===== src/rtl/box_input_conditioner.sv =====
// box_input_conditioner
// Cleans up the raw pad, start and super contacts for the game controller.
// Each contact goes through a two-flop synchroniser and a per-input debouncer.
// The debounced values then drive:
//   - the gated box occupancy,
//   - a one-cycle start pulse,
//   - a super-mode window that spends one of a limited number of charges.
// The super output is named super_active because `super` is a reserved word
// in SystemVerilog.
module box_input_conditioner #(
  parameter int DEBOUNCE_CYCLES = 4,
  parameter int SUPER_CYCLES    = 8,
  parameter int SUPER_CHARGES   = 2
) (
  input  logic       clk,
  input  logic       rst,
  input  logic [8:0] pad_raw,
  input  logic       start_raw,
  input  logic       super_raw,
  input  logic [1:0] game_state,
  output logic [8:0] box,
  output logic       start,
  output logic       super_active,
  output logic [1:0] super_left
);

  // state  | meaning
  // IDLE   | no window running; waiting for a qualified super press
  // ACTIVE | invulnerability window running; win_cnt counts down to 0
  localparam logic [0:0] ST_IDLE   = 1'b0;
  localparam logic [0:0] ST_ACTIVE = 1'b1;

  localparam int         N_IN     = 11;
  localparam logic [7:0] DB_LAST  = 8'(DEBOUNCE_CYCLES - 1);
  localparam logic [7:0] WIN_LAST = 8'(SUPER_CYCLES - 1);
  localparam logic [1:0] CHARGES  = 2'(SUPER_CHARGES);
  localparam logic [1:0] GS_INIT  = 2'b00;
  localparam logic [1:0] GS_PLAY  = 2'b01;

  // Bit layout of the bundled inputs: [8:0] pad, [9] start, [10] super.
  logic [N_IN-1:0]      raw_all;
  logic [N_IN-1:0]      sync_a;
  logic [N_IN-1:0]      sync_b;
  logic [N_IN-1:0]      db;
  logic [N_IN-1:0]      db_prev;
  logic [N_IN-1:0][7:0] cnt;

  logic [0:0] state;
  logic [7:0] win_cnt;
  logic       play;
  logic       start_rise;
  logic       super_rise;

  assign raw_all = {super_raw, start_raw, pad_raw};

  // Two-flop synchroniser for every raw contact.
  always_ff @(posedge clk or posedge rst) begin
    if (rst) begin
      sync_a <= '0;
      sync_b <= '0;
    end else begin
      sync_a <= raw_all;
      sync_b <= sync_a;
    end
  end

  // Per-input debounce.
  // A new level is accepted only after it has differed from the current
  // debounced level for DEBOUNCE_CYCLES consecutive synced cycles.
  always_ff @(posedge clk or posedge rst) begin
    if (rst) begin
      db  <= '0;
      cnt <= '0;
    end else begin
      for (int i = 0; i < N_IN; i++) begin
        if (sync_b[i] == db[i]) begin
          cnt[i] <= '0;
        end else if (cnt[i] == DB_LAST) begin
          db[i]  <= sync_b[i];
          cnt[i] <= '0;
        end else begin
          cnt[i] <= cnt[i] + 8'd1;
        end
      end
    end
  end

  // Previous debounced levels, used for edge detection of start and super.
  always_ff @(posedge clk or posedge rst) begin
    if (rst) begin
      db_prev <= '0;
    end else begin
      db_prev <= db;
    end
  end

  assign play       = (game_state == GS_PLAY);
  assign start_rise = db[9] & ~db_prev[9];
  assign super_rise = db[10] & ~db_prev[10];

  // Super window FSM with its countdown and charge bookkeeping.
  // The INIT reload is written last so that it takes precedence.
  always_ff @(posedge clk or posedge rst) begin
    if (rst) begin
      state      <= ST_IDLE;
      win_cnt    <= '0;
      super_left <= CHARGES;
    end else begin
      case (state)
        ST_IDLE: begin
          if (super_rise && play && (super_left != 2'd0)) begin
            state      <= ST_ACTIVE;
            win_cnt    <= WIN_LAST;
            super_left <= super_left - 2'd1;
          end
        end
        ST_ACTIVE: begin
          if (!play || (win_cnt == 8'd0)) begin
            state   <= ST_IDLE;
            win_cnt <= '0;
          end else begin
            win_cnt <= win_cnt - 8'd1;
          end
        end
        default: begin
          state   <= ST_IDLE;
          win_cnt <= '0;
        end
      endcase
      if (game_state == GS_INIT) begin
        super_left <= CHARGES;
      end
    end
  end

  // Output decode.
  // Box occupancy is only visible to the controller during PLAY.
  always_comb begin
    box          = play ? db[8:0] : 9'b0;
    start        = start_rise;
    super_active = (state == ST_ACTIVE);
  end

endmodule

===== config.mk =====
export PLATFORM = sky130hd
export DESIGN_NAME = box_input_conditioner
export DESIGN_NICKNAME = d
export VERILOG_FILES = /design/src/rtl/box_input_conditioner.sv
export SDC_FILE = /design/constraint.sdc
export NUM_CORES = 1
export LEC_CHECK = 0
export BUFFER_PORTS_ARGS = -buffer_cell sky130_fd_sc_hd__buf_2
export CORE_MARGIN = 4
export CORE_UTILIZATION = 61
export DETAILED_ROUTE_END_ITERATION = 7
export PLACE_DENSITY = 0.88
export SETUP_SLACK_MARGIN = 0.4
export SLEW_MARGIN = 20
export SYNTH_ARGS = -nofsm -noshare
export SYNTH_HDL_FRONTEND = slang
export SYNTH_SLANG_ARGS = --single-unit

===== constraint.sdc =====
create_clock -name clk -period 5.4 [get_ports clk]
set_input_delay 0.27 -clock clk [delete_from_list [all_inputs] [get_ports clk]]
set_output_delay 0.27 -clock clk [all_outputs]
set_load 0.05 [all_outputs]

## Yosys cells after proc, flatten, opt, wreduce, memory -nomap -nowiden

Index checks and enable logic that the tools add are counted.
W data, S select, Z words.

| storage, ports and cells | value |
|---|---|
| register bits | 143 |
| input port bits | 15 |
| logic and storage cells | 134 |

| operators by class | value |
|---|---|
| add/sub/neg operators | 13 |
| eq/ne operators | 25 |
| muxes and demuxes | 32 |
| bitwise gates (word level) | 16 |
| reductions and logical operators | 20 |

Operators with widths:

| cell | count |
|---|---|
| $mux W8 | 24 |
| $add A8 B1 Y8 const B | 11 |
| $eq A8 B2 Y1 const B | 11 |
| $reduce_and A2 Y1 | 12 |
| $pmux W8 S2 | 1 |
| $not A1 Y1 | 14 |
| $eq A1 B1 Y1 | 11 |
| $mux W9 | 1 |
| $logic_not A8 Y1 | 1 |
| $sub A8 B1 Y8 const B | 1 |
| $mux W2 | 3 |
| $reduce_bool A2 Y1 | 2 |
| $and A1 B1 Y1 | 2 |
| $eq A2 B1 Y1 const B | 1 |
| $logic_and A1 B1 Y1 | 2 |
| $logic_not A2 Y1 | 1 |
| $mux W1 | 2 |
| $ne A2 B1 Y1 const B | 1 |
| $ne A2 B2 Y1 const B | 1 |
| $pmux W1 S2 | 1 |
| $sub A2 B1 Y2 const B | 1 |
| $logic_not A1 Y1 | 1 |
| $logic_or A1 B1 Y1 | 1 |

## Depth between registers and ports, before layout

| depth | value |
|---|---|
| depth in word-level cells | 7 |
| depth in mapped cells | 7 |

## Worst setup path before layout

OpenSTA, ideal clock, no wires.

| timing path | value |
|---|---|
| path type | register to register |
| start point | reg win_cnt[3] |
| end point | reg win_cnt[3] |
| setup time | 0.124 ns |
| arrival | 1.731 ns |
| path slack | 3.545 ns |
| stages on the path, launching flop included | 6 |
| path buffers | 1 |
| period minus slack after synthesis | 1.855 ns |
| cell sequence | dfrtp_1 > or4_4 > o311ai_4 > buf_6 > nor3_1 > a211o_1 |

| between the ends | value |
|---|---|
| word-level cells in the longest chain between the ends | 4 |

Ends and longest elaborated chain:

| item | line | text |
|---|---|---|
| from (decl) | 49 | `logic [7:0] win_cnt;` |
| from (signal assigned) | 122 | `win_cnt <= win_cnt - 8'd1;` |
| parallel branches: the longest is 2 deep, another holds $sub A8 B1 Y8 | n/a |  |
| $mux W8 (*) | 118 | `if (!play \|\| (win_cnt == 8'd0)) begin` |
| $pmux W8 S2 (*) | 109 | `case (state)` |

Every way passes the cells marked *.
A chain may end at the register's enable or synchronous reset.

## Worst setup path in the final report

Same ends and word-level chain as after synthesis.

==> out/results.ini <==
[logic_synthesis]
yosys.area.top_type_share_pct = 58.56
yosysMostFrequentCell = dfrtp_1
synth_edf_count = 0
synth_area_um2 = 5683
syn-instance-count = 498
synthDistinctLibCells = 34
yosysWarningCount = 0
synth_adder_area_share_pct = 3.082
synthMuxAreaShare_pct = 2.180
synthSimpleGateAreaFrac_pct = 20.67
synth_nets = 527
synth.ff_latch_count = 134
synth_xor_area_share_pct = 12.33
synth_area_leaders = dfrtp_1, xor2_1, nor2_1, nand3_1, and3_1
synth_top_family_by_area = simple AND/OR/NAND/NOR gates
synth.avg_cell_area_um2 = 11.41
synth-async-reset-ratio_pct = 100.0
ys_seq_area_share_pct = 59.03
synth_flop_cell = dfrtp_1
synth-compound-area-share_pct = 2.114
synth_common_cells = dfrtp_1, nor2_1, xor2_1
synth_top_area_cell = dfrtp_1

[pwr]
cellPowerDensity_nw_per_um2 = 482.7
leakage_uw = 0.003235
total_power_uw = 3223
ir_drop_v = 0.0003119

[sta]
post-route-period-util_pct = 38.30
fin_ws_ps = 3332
finalCriticalPeriod_ps = 2068
rsz0062_at_grt = false
drv_slew = 0
max_freq_mhz = 483.5
slew_headroom_pct = 44.26
hold_viol_final = 0
clock_skew_ps = 6.323
report.final.setup_viol = 0
finalSetupTns_ps = 0
max_slew.worst_pin.slew_ps = 836.0

[clock_tree]
cts_made_buffers = 17
cts.sinks = 134
h-tree-depth = 4
cts-root-buf = clkbuf_8
cts_tree = built
clk_path_buf_depth = 2
path_clk_slew_ps = 60
cts_resized = 0
insertion_delay_ps = 530

[run]
drv_cap = 0

[route]
drt-wirelength-per-cell_um = 17.30
post-route-drc-count = 0
drt_iter0_drc = 262
ant_nets = 0
via_per_inst = 5.812
wl_um = 11680
num_vias = 3923
drtPass1Iterations = 6

[worst_setup_path]
cp-end-kind = flop
startpoint_type = flop
critPathRequiredTime_ps = 5810
crit_fanout = 11
critPathArrivalTime_ps = 2480
path_class = flop to flop

[placed_design]
place_area_um2 = 5948
port_buffers = 27
place_ws_ps = 3360
place.gp.congestion = 0.8276
hpwlAfterDp_um = 6586

[final_layout]
drive_above_1_share_pct = 13.40
fillers = 500
area_growth_pct = 17.48
nets = 584
design_area_um2 = 6676
diodes = 0

[grt]
first_global_vias = 4252
grt_pass1_wl_um = 20280
antenna_found_initial = 0
grt_max_degree = 72
track_usage_pct = 23.28
overflow = 0

[outcome]
status = complete, no violations

[die]
initial_core_util_pct = 63.92
die_w_um = 104.5
num_rows = 34
ios = 28
die_h_um = 104.5
core_area_um2 = 8891
die-area_um2 = 10920

[hold_path]
min_path_type = input pin to flop

[path summary, 6_finish.rpt]
path                               start             to  slack [ps]  cells past startpoint
max in group asynchronous            rst        cnt[84]        3610                      4
setup reg to reg              win_cnt[3]     win_cnt[3]        3330                      4
hold / removal             game_state[1]  super_left[0]          20                      3
hold reg to reg               sync_a[10]     sync_b[10]         350                      0
setup / recovery              win_cnt[3]     win_cnt[3]        3330                      4
min in group asynchronous            rst        cnt[73]         490                      3
[power breakdown]
part	switching, µW	total [µW]	internal [µW]
sequential	181	1360	1180
clock	428	1190	758
combinational	417	673	256
[layout make-up]
type,count,area [µm²],share of cell area [%]
Sequential cell,134,3354,50.24
Clock buffer,18,427.9,6.409
Clock inverter,13,180.2,2.699
Timing Repair Buffer,40,262.8,3.936
Multi-Input combinational cell,357,2295,34.37
Inverter,5,21.27,0.3186
Tap cell,108,135.1,2.024
[critical path, cell delays in order (launching register included)]
cell      delay, ps
dfrtp_1         460
or4_4           590
o311ai_4        500
nor3_1          120
a211o_1         280
[placed cells by master, fill, tap and decap left out, types with 2 or more instances in the layout]
| master | n |
|---|---|
| ha_1 | 14 |
| nand2b_1 | 3 |
| and3_1 | 32 |
| dlygate4sd3_1 | 12 |
| dfrtp_1 | 133 |
| xor2_1 | 59 |
| nand3_1 | 49 |
| o22ai_1 | 2 |
| nor4_1 | 3 |
| and2_1 | 12 |
| mux2_2 | 11 |
| o2bb2ai_1 | 2 |
| clkbuf_16 | 16 |
| xnor2_1 | 21 |
| buf_2 | 27 |
| o21ai_0 | 2 |
| nor2_1 | 86 |
| bufinv_16 | 4 |
| inv_1 | 4 |
| clkinv_4 | 3 |
| clkinv_2 | 5 |
| nand2_1 | 25 |
| nor3_1 | 11 |
| clkbuf_8 | 2 |
| nor4b_1 | 10 |
| a211o_1 | 3 |
[per-layer routing]
layer  vias up  wire [µm]  GRT usage, %
li1       1802          -             -
met1      1980       4856         28.14
met2       113       6018         39.48
met3        28        564         6.828
met4         0        240         9.117
met5         -          0             0
[per-stage QoR]
stage / hold slack, ps / cells / utilization [%]
after floorplan: 301.4 / 498 / -
after global placement: 333.2 / 632 / 66.90
after detailed placement: 335.5 / 632 / 66.90
after CTS: 26.11 / 675 / 75.09
after global routing: 57.71 / 675 / 75.09
final: 22.34 / 675 / 75.09
[registers in the layout (all words and copies together), names as in the netlist]
name and count:
super_left 2, sync_b 11, db_prev 2, cnt 88, super_active 1, win_cnt 8
db 11, sync_a 11
[logic make-up after synthesis]
group                      after synthesis
adders and majority gates               14
muxes                                   11
xor gates and xnor gates                80
DFF                                    134
and+or+nand+nor                        238
buffers and inverters                    7
AOI/OAI and AO/OA                       14
[timing repair]
| action | 4_1_cts | 5_1_grt |
|---|---|---|
| hold endpoints to repair | 80 | 0 |
| hold buffers | 12 | 0 |
| setup buffers | 0 | 0 |
No activity file was read; power rests on OpenSTA's default activity.
